==> config.mk <==
export PLATFORM = sky130hd
export DESIGN_NAME = mem_stage_lsu_flat
export DESIGN_NICKNAME = d
export VERILOG_FILES = /design/src/rtl/mem_stage_lsu_pkg.sv /design/src/rtl/mem_stage_lsu_if.sv /design/src/rtl/mem_stage_lsu_load_align.sv /design/src/rtl/mem_stage_lsu.sv /design/src/flat_wrapper.sv
export SDC_FILE = /design/constraint.sdc
export NUM_CORES = 1
export LEC_CHECK = 0
export ABC_AREA = 1
export CAP_MARGIN = 25
export CORE_MARGIN = 8
export CORE_UTILIZATION = 46
export CTS_CLUSTER_DIAMETER = 80
export DETAILED_ROUTE_END_ITERATION = 8
export PLACE_DENSITY = 0.83
export SYNTH_ARGS = -nofsm -noshare
export SYNTH_HDL_FRONTEND = slang
export SYNTH_SLANG_ARGS = --single-unit
==> constraint.sdc <==
create_clock -name clk -period 2.1 [get_ports clk]
set_clock_uncertainty 0.15 [all_clocks]
set_input_delay 0.315 -clock clk [delete_from_list [all_inputs] [get_ports clk]]
set_output_delay 0.315 -clock clk [all_outputs]
set_load 0.005 [all_outputs]
==> src/rtl/mem_stage_lsu_pkg.sv <==
// Shared constants for the MEM-stage load/store unit: funct3 access codes and FSM states.
package mem_stage_lsu_pkg;

   localparam int XLEN       = 32;
   localparam int REG_ADDR_W = 5;

   localparam logic [2:0] F3_B  = 3'b000;
   localparam logic [2:0] F3_H  = 3'b001;
   localparam logic [2:0] F3_W  = 3'b010;
   localparam logic [2:0] F3_BU = 3'b100;
   localparam logic [2:0] F3_HU = 3'b101;

   typedef enum logic [1:0] {
      IDLE = 2'd0,
      REQ  = 2'd1,
      WAIT = 2'd2
   } lsu_state_e;

endpackage

==> src/rtl/mem_stage_lsu_if.sv <==
// Data-memory valid/grant bus between the LSU (master) and the memory (slave).
interface mem_stage_lsu_if;
   logic        req;
   logic        we;
   logic [31:0] addr;
   logic [3:0]  be;
   logic [31:0] wdata;
   logic        gnt;
   logic        rvalid;
   logic [31:0] rdata;

   modport master (output req, we, addr, be, wdata, input gnt, rvalid, rdata);
   modport slave  (input req, we, addr, be, wdata, output gnt, rvalid, rdata);
endinterface

==> src/rtl/mem_stage_lsu_load_align.sv <==
// Picks the addressed byte/half out of the read word and sign- or zero-extends it.
module lsu_load_align
   import mem_stage_lsu_pkg::*;
(
   input  logic [2:0]  funct3,
   input  logic [1:0]  offset,
   input  logic [31:0] rdata,
   output logic [31:0] data
);

   logic [7:0]  byte_sel;
   logic [15:0] half_sel;

   always_comb begin
      byte_sel = rdata[{offset, 3'b000} +: 8];
      half_sel = offset[1] ? rdata[31:16] : rdata[15:0];
      data     = rdata;
      case (funct3)
         F3_B:    data = {{24{byte_sel[7]}}, byte_sel};
         F3_BU:   data = {24'b0, byte_sel};
         F3_H:    data = {{16{half_sel[15]}}, half_sel};
         F3_HU:   data = {16'b0, half_sel};
         default: data = rdata;
      endcase
   end

endmodule

==> src/rtl/mem_stage_lsu.sv <==
// MEM-stage load/store unit: accepts one EX/MEM access, runs it on the dmem bus,
// stalls the pipeline while pending and returns extended load data or a fault pulse.
//
//   state | meaning
//   IDLE  | no access pending; may accept a new op from EX/MEM
//   REQ   | dmem request raised, bus outputs held until gnt
//   WAIT  | load granted, waiting for rvalid
module mem_stage_lsu
   import mem_stage_lsu_pkg::*;
#(
   parameter int XLEN       = 32,
   parameter int REG_ADDR_W = 5
) (
   input  logic                  clk,
   input  logic                  rst_n,
   input  logic                  ex_valid,
   input  logic                  ex_mem_read,
   input  logic                  ex_mem_write,
   input  logic [2:0]            ex_funct3,
   input  logic [XLEN-1:0]       ex_addr,
   input  logic [XLEN-1:0]       ex_wdata,
   input  logic [REG_ADDR_W-1:0] ex_rd,
   output logic                  stall,
   mem_stage_lsu_if.master       dmem,
   output logic                  wb_valid,
   output logic [XLEN-1:0]       wb_data,
   output logic [REG_ADDR_W-1:0] wb_rd,
   output logic                  fault
);

   lsu_state_e state_q, state_d;

   logic                  is_load, is_store, legal, aligned, op_ok, op_bad;
   logic                  accept, rvalid_take;
   logic [3:0]            st_be;
   logic [XLEN-1:0]       st_wdata, load_data;

   logic                  we_q;
   logic [XLEN-1:2]       addr_q;
   logic [1:0]            off_q;
   logic [2:0]            funct3_q;
   logic [REG_ADDR_W-1:0] rd_q;
   logic [3:0]            be_q;
   logic [XLEN-1:0]       wdata_q;
   logic                  wb_valid_q, fault_q;
   logic [XLEN-1:0]       wb_data_q;
   logic [REG_ADDR_W-1:0] wb_rd_q;

   always_comb begin
      is_load  = ex_mem_read & ~ex_mem_write;
      is_store = ex_mem_write & ~ex_mem_read;

      legal = 1'b0;
      if (is_load)
         legal = (ex_funct3 == F3_B) | (ex_funct3 == F3_H) | (ex_funct3 == F3_W) |
                 (ex_funct3 == F3_BU) | (ex_funct3 == F3_HU);
      else if (is_store)
         legal = (ex_funct3 == F3_B) | (ex_funct3 == F3_H) | (ex_funct3 == F3_W);

      case (ex_funct3)
         F3_H, F3_HU: aligned = ~ex_addr[0];
         F3_W:        aligned = (ex_addr[1:0] == 2'b00);
         default:     aligned = 1'b1;
      endcase

      op_ok  = ex_valid & (is_load | is_store) & legal & aligned;
      op_bad = ex_valid & (ex_mem_read | ex_mem_write) & ~op_ok;
   end

   // Store lanes: narrow data replicated across the word, enables pick the lane.
   always_comb begin
      st_be    = 4'b1111;
      st_wdata = ex_wdata;
      case (ex_funct3)
         F3_B: begin
            st_be    = 4'b0001 << ex_addr[1:0];
            st_wdata = {4{ex_wdata[7:0]}};
         end
         F3_H: begin
            st_be    = ex_addr[1] ? 4'b1100 : 4'b0011;
            st_wdata = {2{ex_wdata[15:0]}};
         end
         default: ;
      endcase
   end

   always_comb begin
      state_d     = state_q;
      stall       = 1'b0;
      accept      = 1'b0;
      rvalid_take = 1'b0;
      case (state_q)
         IDLE: begin
            if (op_ok) begin
               stall   = 1'b1;
               accept  = 1'b1;
               state_d = REQ;
            end
         end
         REQ: begin
            stall = ~(dmem.gnt & we_q);
            if (dmem.gnt)
               state_d = we_q ? IDLE : WAIT;
         end
         WAIT: begin
            stall       = ~dmem.rvalid;
            rvalid_take = dmem.rvalid;
            if (dmem.rvalid)
               state_d = IDLE;
         end
         default: state_d = IDLE;
      endcase
   end

   always_ff @(posedge clk or negedge rst_n) begin
      if (!rst_n) begin
         state_q    <= IDLE;
         we_q       <= 1'b0;
         addr_q     <= '0;
         off_q      <= '0;
         funct3_q   <= '0;
         rd_q       <= '0;
         be_q       <= '0;
         wdata_q    <= '0;
         wb_valid_q <= 1'b0;
         wb_data_q  <= '0;
         wb_rd_q    <= '0;
         fault_q    <= 1'b0;
      end else begin
         state_q    <= state_d;
         fault_q    <= (state_q == IDLE) & op_bad;
         wb_valid_q <= rvalid_take;
         if (accept) begin
            we_q     <= is_store;
            addr_q   <= ex_addr[XLEN-1:2];
            off_q    <= ex_addr[1:0];
            funct3_q <= ex_funct3;
            rd_q     <= ex_rd;
            be_q     <= is_store ? st_be : 4'b1111;
            wdata_q  <= is_store ? st_wdata : '0;
         end
         if (rvalid_take) begin
            wb_data_q <= load_data;
            wb_rd_q   <= rd_q;
         end
      end
   end

   lsu_load_align u_load_align (
      .funct3 (funct3_q),
      .offset (off_q),
      .rdata  (dmem.rdata),
      .data   (load_data)
   );

   // Bus outputs are decoded from state so an async reset drops the request at once.
   assign dmem.req   = (state_q == REQ);
   assign dmem.we    = dmem.req & we_q;
   assign dmem.addr  = dmem.req ? {addr_q, 2'b00} : '0;
   assign dmem.be    = dmem.req ? be_q : 4'b0000;
   assign dmem.wdata = dmem.req ? wdata_q : '0;

   assign wb_valid = wb_valid_q;
   assign wb_data  = wb_data_q;
   assign wb_rd    = wb_rd_q;
   assign fault    = fault_q;

   a_rvalid_only_in_wait : assert property (
      @(posedge clk) disable iff (!rst_n) dmem.rvalid |-> (state_q == WAIT));

endmodule

==> src/flat_wrapper.sv <==
// flat-port wrapper written by rule: the top's interface ports become plain ports
module mem_stage_lsu_flat import mem_stage_lsu_pkg::*;
#(
   parameter int XLEN       = 32,
   parameter int REG_ADDR_W = 5
)
  (clk, rst_n, ex_valid, ex_mem_read, ex_mem_write, ex_funct3, ex_addr, ex_wdata, ex_rd, stall, wb_valid, wb_data, wb_rd, fault, dmem_req, dmem_we, dmem_addr, dmem_be, dmem_wdata, dmem_gnt, dmem_rvalid, dmem_rdata);
  mem_stage_lsu_if dmem_i ();
  input  logic clk;
  input  logic rst_n;
  input  logic ex_valid;
  input  logic ex_mem_read;
  input  logic ex_mem_write;
  input  logic [2:0] ex_funct3;
  input  logic [XLEN-1:0] ex_addr;
  input  logic [XLEN-1:0] ex_wdata;
  input  logic [REG_ADDR_W-1:0] ex_rd;
  output logic stall;
  output logic wb_valid;
  output logic [XLEN-1:0] wb_data;
  output logic [REG_ADDR_W-1:0] wb_rd;
  output logic fault;
  output wire logic [$bits(dmem_i.req)-1:0] dmem_req;
  output wire logic [$bits(dmem_i.we)-1:0] dmem_we;
  output wire logic [$bits(dmem_i.addr)-1:0] dmem_addr;
  output wire logic [$bits(dmem_i.be)-1:0] dmem_be;
  output wire logic [$bits(dmem_i.wdata)-1:0] dmem_wdata;
  input wire logic [$bits(dmem_i.gnt)-1:0] dmem_gnt;
  input wire logic [$bits(dmem_i.rvalid)-1:0] dmem_rvalid;
  input wire logic [$bits(dmem_i.rdata)-1:0] dmem_rdata;
  assign dmem_req = dmem_i.req;
  assign dmem_we = dmem_i.we;
  assign dmem_addr = dmem_i.addr;
  assign dmem_be = dmem_i.be;
  assign dmem_wdata = dmem_i.wdata;
  assign dmem_i.gnt = dmem_gnt;
  assign dmem_i.rvalid = dmem_rvalid;
  assign dmem_i.rdata = dmem_rdata;
  mem_stage_lsu #(.XLEN(XLEN), .REG_ADDR_W(REG_ADDR_W)) u_core (.clk(clk), .rst_n(rst_n), .ex_valid(ex_valid), .ex_mem_read(ex_mem_read), .ex_mem_write(ex_mem_write), .ex_funct3(ex_funct3), .ex_addr(ex_addr), .ex_wdata(ex_wdata), .ex_rd(ex_rd), .stall(stall), .dmem(dmem_i), .wb_valid(wb_valid), .wb_data(wb_data), .wb_rd(wb_rd), .fault(fault));
endmodule
-- Word level (Yosys, flattened, before mapping)
Index checks and enable logic that the tools add are counted.
- reduce and logical (&&, ||, !) cells: 6
- mux-type cells: 22
- eq/ne operators: 12
- bitwise gates (word level): 22
- shifts and indexed selects: 2
- operators with widths (cell ; count):
    case mux 32 bit (4 select lines) ; 1
    two-way mux 32 bit ; 3
    case mux 32 bit (2 select lines) ; 1
    indexed part select 32 x 6 -> 8 bit ; 1
    two-way mux 16 bit ; 1
    equality test 3 bit (second input constant) ; 4
    two-way mux 4 bit ; 3
    bitwise AND 1 bit ; 10
    two-way mux 2 bit ; 4
    case mux 4 bit (2 select lines) ; 1
    equality test 3 x 1 -> 1 bit (second input constant) ; 2
    zero test 3 bit ; 2
    NOT 1 bit ; 6
    OR 1 bit ; 6
    case mux 2 bit (3 select lines) ; 1
    two-way mux 1 bit ; 5
    zero test 2 bit ; 2
    inequality test 2 bit (second input constant) ; 2
    left shift 1 x 2 -> 4 bit (first input constant) ; 1
    equality test 3 x 2 -> 1 bit (second input constant) ; 1
    case mux 1 bit (3 select lines) ; 1
    AND reduction 3 bit ; 1
    equality test 2 x 1 -> 1 bit (second input constant) ; 1
    equality test 2 bit (second input constant) ; 1
    3 further kinds ; 3
- flip-flop bits (word level): 118
- bits of input ports: 111
- word-level logic and storage cells: 76
- output and inout port bits: 110

-- Depth between registers and ports, before layout
Gate-level depths: netlist of the first run.
- depth in word-level cells: 11
- gate-level depth with buffers: 11
- gate-level depth less buffers: 9

-- Cells and area by module
A second synthesis of the first run with hierarchy kept.
- cells, all modules: 982
- area total of the unflattened synthesis: 6620.1 µm²
- by module, submodules not included (module ; seq. area each (µm²) ; cells each ; area an instance (µm²) ; instances):
    mem_stage_lsu ; 2952.8 ; 823 ; 5808.1 ; 1
    lsu_load_align ; 0.0 ; 159 ; 812.0 ; 1

-- Worst setup path before layout of the first run
OpenSTA, ideal clock, no wires.
- kind: input to output
- start point: input port ex_mem_read
- end point: output port stall
- data required time: 1635 ps
- path slack: 270 ps
- path buffers: 2
- stages: 8
- arrival: 1365 ps
- cell sequence: inv_1 -> ha_1 -> nand2_1 -> a21oi_2 -> nand4_2 -> buf_2 -> buf_2 -> nand3_1
- longest elaborated chain between the ends: 8
- elaborated cells on any way between the ends: 11
- classes of those cells: mux: 4; bitwise: 7
- ends and longest elaborated chain (element ; line ; source):
    from (decl) ; flat_wrapper.sv:12 ; input logic ex_mem_read;
    NOT 1 bit ; mem_stage_lsu.sv:51 ; is_store = ex_mem_write & ~ex_mem_read;
    bitwise AND 1 bit ; mem_stage_lsu.sv:51 ;
    OR 1 bit or two-way mux 1 bit (tied branches) ; mem_stage_lsu.sv:66, mem_stage_lsu.sv:57 ;
    bitwise AND 1 bit or two-way mux 1 bit (tied branches) ; mem_stage_lsu.sv:66, mem_stage_lsu.sv:54 ;
    bitwise AND 1 bit * (2 in series) ; mem_stage_lsu.sv:66 ; op_ok = ex_valid & (is_load | is_store) & legal & aligned;
    two-way mux 1 bit * ; mem_stage_lsu.sv:94 ; if (op_ok) begin
    case mux 1 bit (3 select lines) * ; mem_stage_lsu.sv:92 ; case (state_q)
    to (decl) ; flat_wrapper.sv:18 ; output logic stall;
Mark *: on every way between the ends. The rest lies on a longest branch, timed or not.

-- Worst setup path after layout of the first run
- start point: input port ex_funct3[2]
- end point: output port stall
- longest elaborated chain between the ends: 10
- elaborated cells on any way between the ends: 17
- classes of those cells: eq/ne: 4; mux: 5; bitwise: 6; reduce/logical: 2
- ends and longest elaborated chain (element ; line ; source):
    from (decl) ; flat_wrapper.sv:14 ; input logic [2:0] ex_funct3;
    equality test 3 x 1 -> 1 bit or zero test 3 bit (tied branches) ; mem_stage_lsu.sv:55, mem_stage_lsu.sv:58, mem_stage_lsu.sv:60 ;
    OR 1 bit (2 in series) ; mem_stage_lsu.sv:55, mem_stage_lsu.sv:58 ;
    OR 1 bit ; mem_stage_lsu.sv:55 ; legal = (ex_funct3 == F3_B) | (ex_funct3 == F3_H) | (ex_funct3 == F3_W) |
    OR 1 bit ; mem_stage_lsu.sv:56 ; (ex_funct3 == F3_BU) | (ex_funct3 == F3_HU);
    two-way mux 1 bit ; mem_stage_lsu.sv:54 ; if (is_load)
    bitwise AND 1 bit ; mem_stage_lsu.sv:66 ;
    bitwise AND 1 bit * ; mem_stage_lsu.sv:66 ;
    two-way mux 1 bit * ; mem_stage_lsu.sv:94 ;
    case mux 1 bit (3 select lines) * ; mem_stage_lsu.sv:92 ;
Marks and branches as above.

==> key figures, run 1 <==
Global routing
  – GR Util met2: 0.385
  – First-pass GRT wire length: 33,800 µm
  – GRT overflow: 0
  – Met1 Use GR: 0.279
  – Total track usage: 0.236
  – Met3 usage: 0.0901
  – Largest net degree at the start of global routing: 48
  – Number of global-route vias before repair: 6,658
  – Initial antenna violation count: 1
  – Global route hottest layer: met2

Floorplan
  – Die area: 17,900 µm²
  – FP Rows: 43
  – Chip Width: 134 µm
  – Die Span Y: 134 µm
  – Initial Utilization: 0.466
  – I/O pin total: 221
  – Core Footprint: 13,700 µm²

Worst setup path
  – Type of origin of the critical path: primary input
  – WP data arrival: 1.70 ns
  – Crit path depth: 8
  – Worst-path cell chain: clkdlybuf4s50_1, inv_1, nand3_1, nand2_1, nand2_2, nand4_4, nand3_2, clkdlybuf4s15_2
  – Slowest cell on the critical path: clkdlybuf4s50_1
  – Worst path top cell family by delay: buffers and inverters
  – Crit. End Element: primary output
  – CP Buf/Inv Count: 3
  – Worst EP required: 1.63 ns
  – Largest fanout on the critical path: 3
  – R2R cell count: 6
  – CP max stage delay: 0.52 ns
  – Setup CP Type: in2out

CTS
  – CTS H-tree depth: 4
  – TritonCTS clock tree: built
  – Clock Tree Root: clkbuf_16
  – Worst-path clk slew: 0.05 ns
  – Worst skew pair latency: 0.41 ns
  – Inserted Clock Buffers: 17
  – Clock Sinks: 118
  – Clk buf depth: 2

Detailed routing
  – DRC viols: 0
  – Vias/cell: 4.91
  – Routed length per placed instance: 15.9 µm
  – Detailed-router iteration count before antenna repair: 6
  – DR iter-0 viols: 541
  – Routed WL: 21,900 µm
  – Vias: 6,741
  – Post-route antenna net violation count: 0

Placement
  – Placed cells: 1,333
  – I/O Buffers: 218
  – Gpl congestion: 0.878
  – Placed wire-length estimate: 15,400 µm

Synthesis
  – YS warnings: 0
  – Most frequent cells after synthesis: nand2_1, inv_1, dfrtp_1
  – Most used DFF post-synth: dfrtp_1
  – Mapped Area: 6390 µm²
  – Async set or reset register ratio after synthesis: 1.00
  – Part of the Yosys area used for sequential elements: 0.462
  – Number of flops mapped to enable cells by yosys: 0
  – Synth top area share: 0.462
  – Synth Instances: 940
  – Yosys top cell by area: dfrtp_1
  – Top-count cell post-synth: nand2_1
  – Syn Area/Cell: 6.80 µm²
  – Top post-synthesis cells by area: dfrtp_1, nand2_1, inv_1, nor2_1, a21oi_1
  – Unique masters post-synth: 25
  – Synth Register Bits: 118

Timing
  – Fin. max-slew vios: 0
  – Final TNS setup: -0.0689 ns
  – Final Critical Period: 2.17 ns
  – Final Hold Viols: 0
  – Achievable Freq: 461 MHz
  – Unrepaired setup endpoints after global routing: true
  – Final period util: 1.03
  – Final Setup Violations: 1
  – Worst setup margin: -0.0689 ns

Final layout
  – Antenna cells: 0
  – Synthesis-to-finish area growth: 49.4%
  – FF+latch area: 2950 µm²
  – Fillers: 1,110
  – Layout cell share with drive strength beyond 1: 0.159
  – Final net count: 1,296
  – Multi-input gate area: 2780 µm²
  – Fin cells: 1,372

Outcome
  – Status: finished, violations left
  – Failing checks: negative setup slack

Power and ir drop
  – Worst VDD drop: 0.518 mV
  – Internal cell power: 6370 µW
  – Sw power: 2930 µW
  – P per Cell Area: 974 nW/µm²
  – Sw Share: 0.315
  – Clock power frac: 0.282
  – Flop pwr share: 0.376
  – Leakage: 0.00519 µW
  – Combinational share of power: 0.342

Hold path
  – Worst min-delay path class: in2async

Job
  – Max-cap violations: 0
==> worst paths after layout <==
| path | start | slack (ns) | endpoint |
|---|---|---|---|
| min | rst_n | 0.23 | u_core.wb_rd[3]$_DFFE_PN0P_ |
| max in group asynchronous | rst_n | 0.92 | u_core.wb_data[21]$_DFFE_PN0P_ |
| min reg2reg | u_core.rd_q[2]$_DFFE_PN0P_ | 0.32 | u_core.wb_rd[2]$_DFFE_PN0P_ |
| max reg2reg | u_core.state_q[1]$_DFFE_PN0P_ | 0.25 | u_core.addr_q[31]$_DFFE_PN0P_ |
| max | ex_funct3[2] | -0.07 | stall |
| min in group clk | ex_funct3[1] | 0.28 | u_core.funct3_q[1]$_DFFE_PN0P_ |
==> registers in the layout (all words and copies together), names as in the netlist <==
register	count
u_core.wb_data	32
u_core.be_q	4
u_core.state_q	2
u_core.rd_q	5
u_core.we_q	1
u_core.addr_q	30
u_core.wdata_q	32
u_core.wb_rd	5
u_core.off_q	2
u_core.wb_valid	1
u_core.funct3_q	3
u_core.fault	1
==> kinds of logic (layout without fill, tap and decap cells) <==
logic type | Yosys count | in the layout | share of synthesized area
compound gates | 83 | 83 | 0.0703
fa+ha+maj | 3 | 3 | 0.00587
buf+inv | 188 | 439 | 0.116
flops | 118 | 118 | 0.462
other cells | 1 | 2 | 0.000587
simple gates | 547 | 547 | 0.345
==> final cells by class <==
cell class | instances | area share
clock inverters | 4 | 0.00210
clock buffers | 25 | 0.0540
repair buffers | 268 | 0.263
inverters | 142 | 0.0561
multi-input cells | 635 | 0.291
well taps | 180 | 0.0236
flip-flops and latches | 118 | 0.309
==> power by group through the flow <==
| stage | clock [µW] | sequential (µW) | combinational [µW] |
|---|---|---|---|
| after global placement | 0 | 3480 | 3030 |
| after CTS | 2690 | 3480 | 3150 |
| after floorplan | 0 | 3430 | 1510 |
| after detailed placement | 0 | 3490 | 3130 |
| after global routing | 2790 | 3580 | 3520 |
| final | 2630 | 3490 | 3180 |
==> cells in the final DEF (no fill, tap or decap), drive strengths merged <==
cell type      instances
a21oi                 40
a31oi                  1
buf                   99
clkbuf                27
clkdlybuf4s15          6
clkdlybuf4s50        145
clkinv                 5
conb                   2
dfrtp                118
dlygate4sd2           14
dlygate4sd3            1
dlymetal6s2s           1
ha                     3
inv                  141
nand2                364
nand3                 36
nand3b                 1
nand4                  1
nor2                 103
nor3                  12
o211ai                 3
o21ai                 31
o21bai                 6
o22a                   1
o31ai                  1
or2                   30
==> metal layers <==
layer	vias to the layer above	part of all wire
met1	3093	0.40
met3	31	0.11
met2	326	0.48
li1	3289	-
met5	-	0.00059
met4	2	0.017
==> repair_timing <==
action | 4_1_cts | 5_1_grt
endpoints found under the hold margin | 26 | 0
cloned | 2 | 2
pin swaps | 1 | 1
hold buffers | 1 | 0
buffers inserted | 5 | 0
endpoints found under the setup margin | 69 | 54
gates resized for setup | 229 | 41
==> stage by stage <==
| stage | util | hold WS, ns | area, µm² | worst slack [ns] | total power, µW |
|---|---|---|---|---|---|
| after floorplan | - | -0.131 | 6390 | 0.270 | 4940 |
| after global placement | 0.658 | 0.123 | 9030 | -0.384 | 6510 |
| after detailed placement | 0.658 | 0.120 | 9030 | -0.461 | 6620 |
| after CTS | 0.695 | 0.234 | 9530 | -0.0427 | 9320 |
| after global routing | 0.696 | 0.284 | 9550 | -0.165 | 9880 |
| final | 0.696 | 0.232 | 9550 | -0.0689 | 9300 |
No activity file was read; power rests on OpenSTA's default activity.
==> run 2: changes to the inputs <==
--- a/config.mk
+++ b/config.mk
@@ -9,9 +9,9 @@
 export CAP_MARGIN = 25
 export CORE_MARGIN = 8
 export CORE_UTILIZATION = 46
-export CTS_CLUSTER_DIAMETER = 80
 export DETAILED_ROUTE_END_ITERATION = 8
 export PLACE_DENSITY = 0.83
+export SLEW_MARGIN = 10
 export SYNTH_ARGS = -nofsm -noshare
 export SYNTH_HDL_FRONTEND = slang
 export SYNTH_SLANG_ARGS = --single-unit
==> results of run 2 <==
Final layout, timing and power as in run 1 (identical DEF).
==> run 3: changes to the inputs <==
--- a/config.mk
+++ b/config.mk
@@ -7,9 +7,12 @@
 export LEC_CHECK = 0
 export ABC_AREA = 1
 export CAP_MARGIN = 25
+export CELL_PAD_IN_SITES_DETAIL_PLACEMENT = 1
+export CELL_PAD_IN_SITES_GLOBAL_PLACEMENT = 2
 export CORE_MARGIN = 8
-export CORE_UTILIZATION = 46
+export CORE_UTILIZATION = 24
 export DETAILED_ROUTE_END_ITERATION = 8
+export GPL_ROUTABILITY_DRIVEN = 0
 export PLACE_DENSITY = 0.83
 export SLEW_MARGIN = 10
 export SYNTH_ARGS = -nofsm -noshare
==> run 3 against run 2 <==
The flow now finishes without violations. Critical endpoint is now dmem_wdata[20]. Final cell count is 12% higher. Sequential power hardly changed. Flip-flop and latch count stayed put. First-iteration DRC count is 34% lower. Total power is 3.4% higher. Combinational power is 2% lower. Core utilization is 32 points lower. Register-to-register slack better by 0.03 ns. Highest routed layer unchanged. Maximum frequency is 5.4% higher.
==> key figures, run 3 (synthesized netlist as in run 1, its figures left out) <==
Outcome
  – Status: completed

Worst setup path
  – Setup slack, reg-to-reg: 0.28 ns (+0.03 ns)
  – Worst EP required: 1.63 ns (about the same)
  – Setup CP Type: reg2out
  – Largest fanout on the critical path: 11 (+8)
  – Worst path top cell family by delay: buffers and inverters
  – Crit. End Element: primary output
  – Worst-path cell chain: nor2_4, inv_6, clkbuf_16, nor2_1, dlygate4sd2_1
  – CP Buf/Inv Count: 3 (unchanged)
  – R2r startpoint: u_core.state_q[1]$_DFFE_PN0P_
  – CP max stage delay: 0.40 ns (-0.12 ns)
  – Type of origin of the critical path: flop
  – Slowest cell on the critical path: dfrtp_1
  – CP startpoint: u_core.state_q[1]$_DFFE_PN0P_
  – WP data arrival: 1.59 ns (-0.11 ns)
  – R2R cell count: 7 (+1)
  – Reg2reg end: u_core.rd_q[1]$_DFFE_PN0P_

Floorplan
  – Die Span Y: 179 µm (+34%)
  – Chip Width: 179 µm (+34%)
  – I/O pin total: 221 (unchanged)
  – FP Rows: 59 (+37%)
  – Core Footprint: 26,100 µm² (+90%)
  – Initial Utilization: 0.245 (-0.221)
  – Die area: 32,100 µm² (+79%)

Final layout
  – Synthesis-to-finish area growth: 54.1%
  – Final net count: 1,295 (-0.077%)
  – Fin cells: 1,532 (+12%)
  – Most common cell after layout, fill and taps aside: nand2_1
  – Multi-input gate area: 2760 µm² (-0.90%)
  – FF+latch area: 2950 µm² (about the same)
  – Most frequent cells in the layout: nand2_1, clkdlybuf4s50_1, inv_1
  – Fillers: 3,240 (+190%)
  – Layout cell share with drive strength beyond 1: 0.131 (-0.0287)

CTS
  – Clk buf depth: 2 (unchanged)
  – Worst skew pair latency: 0.41 ns (about the same)
  – TritonCTS clock tree: built
  – CTS H-tree depth: 4 (unchanged)
  – Clock Sinks: 118 (unchanged)
  – Worst-path clk slew: 0.06 ns (about the same)
  – Clock Tree Root: clkbuf_16
  – Inserted Clock Buffers: 17 (unchanged)

Global routing
  – GRT overflow: 0 (unchanged)
  – Total track usage: 0.156 (-0.0805)
  – Largest net degree at the start of global routing: 48 (unchanged)
  – Number of global-route vias before repair: 7,198 (+8.1%)
  – First-pass GRT wire length: 38,900 µm (+15%)
  – Initial antenna violation count: 6 (+5)

Detailed routing
  – DR iter-0 viols: 356 (-34%)
  – Detailed-router iteration count before antenna repair: 4 (-2)
  – Top Layer Used: met5
  – Routed length per placed instance: 16.2 µm (+1.5%)
  – Routed wl met2: 11,300 µm (+8.4%)
  – Vias/cell: 4.33 (-12%)
  – Routed WL: 24,800 µm (+13%)
  – DRC viols: 0 (unchanged)
  – Wl on met1: 11,100 µm (+29%)
  – Met3 wire len: 2200 µm (-7.9%)
  – Vias: 6,634 (-1.6%)
  – Post-route antenna net violation count: 0 (unchanged)

Timing
  – Final Hold Viols: 0 (unchanged)
  – Final period util: 0.980 (-0.0528)
  – Worst setup margin: 0.0420 ns (+0.111 ns)
  – Hold Slack: 0.283 ns (+0.0514 ns)
  – Unrepaired setup endpoints after global routing: true
  – Achievable Freq: 486 MHz (+5.4%)
  – Final Critical Period: 2.06 ns (-0.111 ns)
  – Final Setup Violations: 0 (-1)
  – Fin. max-slew vios: 0 (unchanged)

Hold path
  – Worst min-delay path class: in2async

Job
  – Max-cap violations: 0 (unchanged)

Power and ir drop
  – Leakage: 0.00521 µW (+0.49%)
  – P per Cell Area: 975 nW/µm² (+0.16%)
  – Worst VDD drop: 0.522 mV (+0.67%)

Placement
  – Post-Place Setup Slack: -0.518 ns (-0.0569 ns)
  – Placed wire-length estimate: 18,100 µm (+17%)
  – I/O Buffers: 218 (unchanged)
  – Placed cells: 1,492 (+12%)
[run 3: cell count changes in the layout (fill, tap and decap cells not counted), sizes merged]
cell,delta
inv,+5
clkinvlp,+4
clkbuf,+16
buf,-49
diode,+3
dlymetal6s2s,-1
bufinv,+2
clkdlybuf4s50,+1
clkdlybuf4s15,-2
dlygate4sd2,+26
[run 3: worst reg2reg max path: cells and delay by family (launching register included)]
| kind | cells | cell delay, ns |
|---|---|---|
| DFF | 1 | 0.40 |
| buffers and inverters | 3 | 0.58 |
| and+or+nand+nor | 4 | 0.60 |
[run 3: power by group]
group	switching [µW]	total [µW]	leakage (µW)	internal, µW
Clock	1180	2950	0.000277	1770
Combinational	1490	3130	0.00344	1650
Sequential	489	3520	0.00150	3030
Total	3160	9610	0.00521	6450
[run 3: repair_timing]
action,CTS,global route
pin swaps,0,0
gates resized for setup,101,56
hold buffers,1,0
cloned,2,1
setup endpoints to repair,71,111
hold endpoints to repair,31,0
setup buffers,1,0
[run 3: per-layer routing]
layer,up-vias,track usage
met1,3151,0.197
met5,-,0
li1,3291,-
met3,14,0.0621
met4,6,0.0288
met2,172,0.249
[run 3: worst max-delay path by stage]
stage,end,slack [ns],depth (start not counted)
3_5_place_dp,stall,-0.52,8
4_1_cts,dmem_addr[3],-0.02,6
5_1_grt,stall,-0.06,5
2_1_floorplan,stall,0.27,8
6_report,dmem_wdata[20],0.04,5
3_3_place_gp,stall,-0.47,8
[run 3: cell type report]
| cell class | instances | share of cell area |
|---|---|---|
| diodes | 3 | 0.000762 |
| clock buffers | 17 | 0.0432 |
| clock inverters | 15 | 0.0171 |
| inverters | 142 | 0.0546 |
| multi-input cells | 635 | 0.280 |
| flip-flops and latches | 118 | 0.300 |
| well taps | 335 | 0.0426 |
| repair buffers | 267 | 0.262 |
[run 3: per-stage QoR]
stage	total power, µW	TNS [ns]	instance area [µm²]	util
after detailed placement	6720	-28.17	9260	0.354
after CTS	9770	-0.251	9890	0.379
after global placement	6620	-23.72	9260	0.354
after global routing	10300	-1.50	9850	0.377
after floorplan	4940	0	6390	-
final	9610	0	9850	0.377
